### src/rtl/ycc_sched_pkg.sv
// Shared types and constants for the YCbCr block scheduler.
// Optional feature macro used by the top level: YCC_SCHED_STALL_CNT_EN.
package ycc_sched_pkg;

    typedef enum logic [2:0] {
        IDLE     = 3'd0,
        WAIT_RDY = 3'd1,
        ISSUE    = 3'd2,
        DRAIN    = 3'd3,
        DONE     = 3'd4
    } sched_state_t;

    localparam int BLK_DIM  = 8;   // block edge in pixels
    localparam int BLK_PIX  = 64;  // pixels per block
    localparam int CONV_LAT = 2;   // converter enable -> enable_out
    localparam int MEM_LAT  = 1;   // read strobe -> read data

endpackage

### src/rtl/ycc_blk_addr_gen.sv
// Pixel/line/block counters and incremental pixel-address generation.
// Walks x (fastest) then y inside an 8x8 block, then blocks left-to-right,
// top-to-bottom. Only constant adds are used, so there is no multiplier in
// the issue path.
module ycc_blk_addr_gen
    import ycc_sched_pkg::*;
#(
    parameter int IMG_W_BLKS = 80,
    parameter int IMG_H_BLKS = 60,
    parameter int ADDR_W     = 19
) (
    input  logic                          clk,
    input  logic                          rst,
    input  logic                          frame_start, // rewind to block (0,0)
    input  logic                          pix_adv,     // one pixel issued this cycle
    input  logic                          blk_adv,     // move to the next block
    output logic [ADDR_W-1:0]             addr,
    output logic [$clog2(IMG_W_BLKS)-1:0] blk_col,
    output logic [$clog2(IMG_H_BLKS)-1:0] blk_row,
    output logic                          last_pix,
    output logic                          last_blk
);

    localparam int COL_W = $clog2(IMG_W_BLKS);
    localparam int ROW_W = $clog2(IMG_H_BLKS);
    localparam int PIX_W = $clog2(BLK_DIM);
    localparam int IMG_W = BLK_DIM * IMG_W_BLKS;

    localparam logic [ADDR_W-1:0] LINE_STEP = ADDR_W'(IMG_W - (BLK_DIM - 1));
    localparam logic [ADDR_W-1:0] BLK_STEP  = ADDR_W'(BLK_DIM);
    localparam logic [ADDR_W-1:0] ROW_STEP  = ADDR_W'(BLK_DIM * IMG_W);
    localparam logic [COL_W-1:0]  COL_LAST  = COL_W'(IMG_W_BLKS - 1);
    localparam logic [ROW_W-1:0]  ROW_LAST  = ROW_W'(IMG_H_BLKS - 1);
    localparam logic [PIX_W-1:0]  PIX_LAST  = PIX_W'(BLK_DIM - 1);

    logic [PIX_W-1:0]  pix_x;
    logic [PIX_W-1:0]  pix_y;
    logic [ADDR_W-1:0] blk_base;  // address of pixel (0,0) of the current block
    logic [ADDR_W-1:0] row_base;  // address of pixel (0,0) of the current block row

    assign last_pix = (pix_x == PIX_LAST) && (pix_y == PIX_LAST);
    assign last_blk = (blk_col == COL_LAST) && (blk_row == ROW_LAST);

    // Counters and running address; blk_adv reloads the address from the block base.
    always_ff @(posedge clk or posedge rst) begin
        if (rst) begin
            pix_x    <= '0;
            pix_y    <= '0;
            blk_col  <= '0;
            blk_row  <= '0;
            blk_base <= '0;
            row_base <= '0;
            addr     <= '0;
        end else if (frame_start) begin
            pix_x    <= '0;
            pix_y    <= '0;
            blk_col  <= '0;
            blk_row  <= '0;
            blk_base <= '0;
            row_base <= '0;
            addr     <= '0;
        end else if (blk_adv) begin
            pix_x <= '0;
            pix_y <= '0;
            if (blk_col == COL_LAST) begin
                blk_col  <= '0;
                blk_row  <= blk_row + 1'b1;
                row_base <= row_base + ROW_STEP;
                blk_base <= row_base + ROW_STEP;
                addr     <= row_base + ROW_STEP;
            end else begin
                blk_col  <= blk_col + 1'b1;
                blk_base <= blk_base + BLK_STEP;
                addr     <= blk_base + BLK_STEP;
            end
        end else if (pix_adv) begin
            pix_x <= pix_x + 1'b1;
            if (pix_x == PIX_LAST) begin
                pix_y <= pix_y + 1'b1;
                // Hold on the final pixel; the next blk_adv reloads the address.
                if (pix_y != PIX_LAST) begin
                    addr <= addr + LINE_STEP;
                end
            end else begin
                addr <= addr + 1'b1;
            end
        end
    end

endmodule

### src/rtl/ycc_block_scheduler.sv
// Reads an RGB frame from pixel memory in 8x8-block order, feeds the
// RGB-to-YCbCr converter one pixel per cycle and frames each converted block
// for the DCT stage. Optional macro YCC_SCHED_STALL_CNT_EN adds the
// stall_cycles counter output.
//
// Handshake: blk_ready is a level from downstream meaning "a whole 64-pixel
// block can be accepted". It is sampled only in WAIT_RDY; once a block starts
// issuing it runs to completion because the converter cannot be stalled.
module ycc_block_scheduler
    import ycc_sched_pkg::*;
#(
    parameter int IMG_W_BLKS = 80,
    parameter int IMG_H_BLKS = 60,
    parameter int ADDR_W     = 19
) (
    input  logic                          clk,
    input  logic                          rst,
    input  logic                          start,
    output logic                          busy,
    output logic                          frame_done,
    input  logic                          blk_ready,
    output logic                          mem_rd_en,
    output logic [ADDR_W-1:0]             mem_addr,
    input  logic [23:0]                   mem_rd_data,
    output logic                          conv_enable,
    output logic [23:0]                   conv_data,
    input  logic                          conv_valid,
    output logic                          blk_first,
    output logic                          blk_last,
    output logic [$clog2(IMG_W_BLKS)-1:0] blk_col,
    output logic [$clog2(IMG_H_BLKS)-1:0] blk_row,
`ifdef YCC_SCHED_STALL_CNT_EN
    output logic [31:0]                   stall_cycles,
`endif
    output sched_state_t                  dbg_state
);

    localparam logic [5:0] CNT_LAST = 6'(BLK_PIX - 1);

    sched_state_t state;
    sched_state_t state_nxt;
    logic [5:0]   out_cnt;
    logic         frame_start;
    logic         blk_adv;
    logic         last_pix;
    logic         last_blk;
    logic         blk_out_done;
    logic         in_frame;

    ycc_blk_addr_gen #(
        .IMG_W_BLKS (IMG_W_BLKS),
        .IMG_H_BLKS (IMG_H_BLKS),
        .ADDR_W     (ADDR_W)
    ) u_addr_gen (
        .clk         (clk),
        .rst         (rst),
        .frame_start (frame_start),
        .pix_adv     (mem_rd_en),
        .blk_adv     (blk_adv),
        .addr        (mem_addr),
        .blk_col     (blk_col),
        .blk_row     (blk_row),
        .last_pix    (last_pix),
        .last_blk    (last_blk)
    );

    assign blk_out_done = conv_valid && (out_cnt == CNT_LAST);
    assign in_frame     = (state == ISSUE) || (state == DRAIN);

    assign dbg_state  = state;
    assign busy       = (state != IDLE);
    assign frame_done = (state == DONE);
    assign mem_rd_en  = (state == ISSUE);
    assign conv_data  = mem_rd_data;
    // Framing flags only while a block is in flight, so stray converter
    // outputs after an abort never look like block boundaries.
    assign blk_first  = conv_valid && in_frame && (out_cnt == '0);
    assign blk_last   = conv_valid && in_frame && (out_cnt == CNT_LAST);

    // State register.
    always_ff @(posedge clk or posedge rst) begin
        if (rst) begin
            state <= IDLE;
        end else begin
            state <= state_nxt;
        end
    end

    // Next-state logic and block-sequencing strobes.
    always_comb begin
        state_nxt   = state;
        frame_start = 1'b0;
        blk_adv     = 1'b0;
        case (state)
            IDLE: begin
                if (start) begin
                    state_nxt   = WAIT_RDY;
                    frame_start = 1'b1;
                end
            end
            WAIT_RDY: begin
                if (blk_ready) begin
                    state_nxt = ISSUE;
                end
            end
            ISSUE: begin
                if (last_pix) begin
                    state_nxt = DRAIN;
                end
            end
            DRAIN: begin
                if (blk_out_done) begin
                    if (last_blk) begin
                        state_nxt = DONE;
                    end else begin
                        state_nxt = WAIT_RDY;
                        blk_adv   = 1'b1;
                    end
                end
            end
            DONE: begin
                state_nxt = IDLE;
            end
            default: begin
                state_nxt = IDLE;
            end
        endcase
    end

    // Converter enable follows the read strobe by the memory latency.
    always_ff @(posedge clk or posedge rst) begin
        if (rst) begin
            conv_enable <= 1'b0;
        end else begin
            conv_enable <= mem_rd_en;
        end
    end

    // Position of the next converted pixel within its block.
    always_ff @(posedge clk or posedge rst) begin
        if (rst) begin
            out_cnt <= '0;
        end else if (conv_valid) begin
            out_cnt <= out_cnt + 1'b1;
        end
    end

`ifdef YCC_SCHED_STALL_CNT_EN
    // Saturating count of cycles spent waiting on downstream.
    always_ff @(posedge clk or posedge rst) begin
        if (rst) begin
            stall_cycles <= '0;
        end else if (frame_start) begin
            stall_cycles <= '0;
        end else if ((state == WAIT_RDY) && !blk_ready && (stall_cycles != '1)) begin
            stall_cycles <= stall_cycles + 1'b1;
        end
    end
`endif

endmodule

### config.mk
export PLATFORM = sky130hd
export DESIGN_NAME = ycc_block_scheduler
export DESIGN_NICKNAME = d
export VERILOG_FILES = /design/src/rtl/ycc_sched_pkg.sv /design/src/rtl/ycc_blk_addr_gen.sv /design/src/rtl/ycc_block_scheduler.sv
export SDC_FILE = /design/constraint.sdc
export NUM_CORES = 1
export LEC_CHECK = 0
export BUFFER_PORTS_ARGS = -buffer_cell sky130_fd_sc_hd__clkbuf_2
export CORE_ASPECT_RATIO = 0.5
export CORE_MARGIN = 2
export CORE_UTILIZATION = 55
export CTS_CLUSTER_SIZE = 25
export DETAILED_ROUTE_END_ITERATION = 12
export GPL_ROUTABILITY_DRIVEN = 1
export PLACE_DENSITY = 0.78
export SLEW_MARGIN = 20
export SYNTH_ARGS = -nofsm -noshare
export SYNTH_HDL_FRONTEND = slang
export SYNTH_SLANG_ARGS = --single-unit
export TNS_END_PERCENT = 10
### constraint.sdc
create_clock -name clk -period 3.8 [get_ports clk]
set_input_delay 0.19 -clock clk [delete_from_list [all_inputs] [get_ports clk]]
set_output_delay 0.19 -clock clk [all_outputs]
set_load 0.1 [all_outputs]
==> flow_summary_export.csv <==
group,metric,value,unit
status,outcome,"completed",
power_and_ir_drop,p_clk_share,28.2,%
critical_path,critical_path_required,4.03,ns
yosys,synth_nets,566,
critical_path,start_kind,"flip-flop",
yosys,synth_edf_count,0,
cells_and_area,nets,583,
timing,period_minus_slack,3.12,ns
power_and_ir_drop,pwr-share-comb,36.5,%
min_path,min_path_cells,2,
yosys,synthAdderAreaFrac,3.51,%
cells_and_area,mostFrequentLayoutCells,"76 x dfrtp_1, 60 x nor2_1, 57 x nand2_1",
clock_network,h-tree-depth,3,
clock_network,numCtsBuffers,9,
yosys,synth_top_area_cell,"dfrtp_1",
global_routing,grt_pass1_vias,3523,
yosys,synth_xor_area_share,9.45,%
critical_path,end_kind,"flip-flop",
critical_path,worst-endpoint-arrival,3.36,ns
timing,setup_viol,0,
global_routing,antenna_found_initial,0,
yosys,async_reset_ff_share,100,%
yosys,netlist_top_cells_area,"dfrtp_1 41%, xor2_1 5.9%, nor2_1 4.9%, nand2_1 4.6%, buf_4 4.2%",
yosys,ys.flop_type,"dfrtp_1",
timing,hold_viol_final,0,
timing,worst_slack,0.678,ns
placement,dp_hpwl,7.74,mm
global_routing,grt_pass1_wl,18.1,mm
detailed_routing,wl,11.2,mm
timing,fmax,320,MHz
yosys,synth.avg_cell_area,8.84,sq um
min_path,min_from,"conv_valid",
power_and_ir_drop,finalPower,3.30,mW
floorplanning,dieHeight,68.9,um
yosys,ys_types,64,
cells_and_area,finish.instance_area,5110,sq um
placement,place_ws,0.727,ns
cells_and_area,instances_no_fill,658,
power_and_ir_drop,ir_worst_vdd,0.000393,V
placement,dp.cells,641,
critical_path,rr_worst_depth,10,
power_and_ir_drop,switching_share,44.2,%
yosys,syn-cell-area,4630,sq um
critical_path,path_max_fanout,13,
detailed_routing,drtIter0Drc,460,
detailed_routing,first_pass_iters,5,
yosys,netlist_instances,524,
cells_and_area,antenna_cells,0,
cells_and_area,drive_gt1_share,15.2,%
cells_and_area,area_growth,10.3,%
min_path,min_path_type,"input port to flip-flop",
detailed_routing,via_per_inst,5.93,
yosys,synth_top_area_share,41.1,%
critical_path,worst-setup-path-type,"flip-flop to flip-flop",
critical_path,r2r-end,"u_addr_gen.addr[13]",
power_and_ir_drop,powerDensity,646,nW/um^2
power_and_ir_drop,intPower,1.84,mW
clock_network,postCtsHoldBufs,1,
yosys,synth_top_family_by_area,"simple AND/OR/NAND/NOR gates",
clock_network,clk_pin_slew_worst_paths,0.06,ns
power_and_ir_drop,seqPwrFrac,35.3,%
yosys,synthSimpleGateAreaFrac,21.2,%
floorplanning,die-area,9220,sq um
clock_network,clock_latency,0.34,ns
clock_network,cts_root_buf,"clkbuf_16",
clock_network,clockBufferDepth,2,
floorplanning,core,8090,sq um
global_routing,overflow,0,
critical_path,timing.rr.start,"u_addr_gen.pix_x[0]",
floorplanning,fp.dieW,134,um
clock_network,postCtsSetupRepairBufs,0,
yosys,ys_seq_elements,76,
yosys,synth-compound-area-share,16.2,%
clock_network,numClockSinks,76,
critical_path,reg2reg_slack,0.68,ns
placement,port_buffers,45,
global_routing,grt_max_degree,40,
power_and_ir_drop,p_leak,2.41,nW
floorplanning,initial_core_util,57.3,%
detailed_routing,vias,3900,
yosys,ys_seq_area_share,41.1,%
yosys,yosysWarningCount,0,
clock_network,cts_resized,0,
detailed_routing,drc,0,
run,maxCapViolCount,0,
min_path,holdPathEnd,"out_cnt[0]",
timing,tightest_slew,0.685,ns
detailed_routing,postRouteAntennaNets,0,
power_and_ir_drop,p_switching,1.46,mW
global_routing,track_usage,25.9,%
detailed_routing,wl_per_cell,17.0,um
timing,grt_setup_unrepaired,"no",
yosys,synthMuxAreaShare,1.13,%
timing,skew,0.00560,ns
timing,slew_viol_final,0,
placement,gp_congestion,0.901,
clock_network,cts_tree,"done",
floorplanning,rows,23,
cells_and_area,num-fill-cells,664,
timing,tns,0,ns
cells_and_area,final_common_cell,"dfrtp_1",
placement,place_area,4770,sq um
floorplanning,pin_count,94,
timing,fin_crit_sh,82.1,%
timing,slew_headroom,54.2,%
==> kinds of logic (layout without fill, tap and decap cells) <==
family / Yosys count / count (layout)
buf+inv: 61 / 83
compound gates: 112 / 112
fa+ha+maj: 13 / 13
mux: 5 / 5
flops: 76 / 76
simple gates: 207 / 207
xor+xnor: 50 / 50
==> worst max-delay path by stage <==
stage	from	end	slack (ns)	cells after the start
finish	u_addr_gen.pix_x[0]	u_addr_gen.addr[13]	0.68	10
global route	u_addr_gen.pix_x[0]	u_addr_gen.addr[14]	0.42	10
CTS	u_addr_gen.pix_x[0]	u_addr_gen.addr[13]	0.70	10
detailed placement	u_addr_gen.pix_x[0]	u_addr_gen.addr[13]	0.73	10
global placement	u_addr_gen.pix_x[0]	u_addr_gen.addr[13]	0.78	10
floorplan	dbg_state[1]	blk_last	0.25	3
==> routing by layer <==
metal	routed length, um	GRT usage (%)	part of all wire [%]
met5	0	0	0
met4	265	12.1	2.4
met3	958	6.21	8.6
met2	4780	39.0	43
met1	5180	35.8	46
==> final cells by class <==
cell class | count | area, sq um | share of cell area, %
well taps | 112 | 140 | 2.74
clock inverters | 6 | 87.6 | 1.71
repair buffers | 55 | 303 | 5.93
multi-input cells | 387 | 2390 | 46.8
inverters | 12 | 46.3 | 0.906
flip-flops and latches | 76 | 1900 | 37.2
clock buffers | 10 | 239 | 4.68
==> sequential cells by signal, summed over array words and instances, names as in the netlist <==
| register | flops |
|---|---|
| u_addr_gen.row_base | 9 |
| conv_enable | 1 |
| out_cnt | 6 |
| u_addr_gen.blk_base | 19 |
| u_addr_gen.blk_col | 7 |
| u_addr_gen.addr | 19 |
| u_addr_gen.pix_x | 3 |
| u_addr_gen.blk_row | 6 |
| u_addr_gen.pix_y | 3 |
| dbg_state | 3 |
==> Yosys cell counts (12+ instances only) <==
cell,instances
nand3_1,23
dfrtp_1,76
nor3_1,13
xor2_1,31
ha_1,13
buf_4,26
and3_1,15
xnor2_1,19
inv_1,12
o21ai_0,25
a21oi_1,31
nand2_1,57
nor2_1,60
==> worst max-delay path: stages, from the launching register on <==
cell	delay, ns
dfrtp_1	0.38
ha_1	0.18
ha_1	0.45
ha_1	0.36
a41oi_2	0.30
o31ai_1	0.11
a211o_2	0.39
a21boi_2	0.21
nor2_1	0.12
a311o_1	0.34
and3_1	0.16
==> per-stage QoR <==
step           hold WS (ns)  utilization [%]
6_report              0.136             63.2
5_1_grt               0.169             63.2
4_1_cts               0.134             63.2
3_5_place_dp          0.293             59.0
3_3_place_gp          0.288             59.0
2_1_floorplan         0.384                -
==> power groups by stage <==
stage	clock network (mW)	registers, mW	logic [mW]
after global placement	0	1.17	1.18
after global routing	0.980	1.19	1.29
final	0.930	1.16	1.21
after floorplan	0	1.54	0.717
after detailed placement	0	1.17	1.20
after CTS	0.945	1.16	1.20
Power figures use the tool's default switching activity.
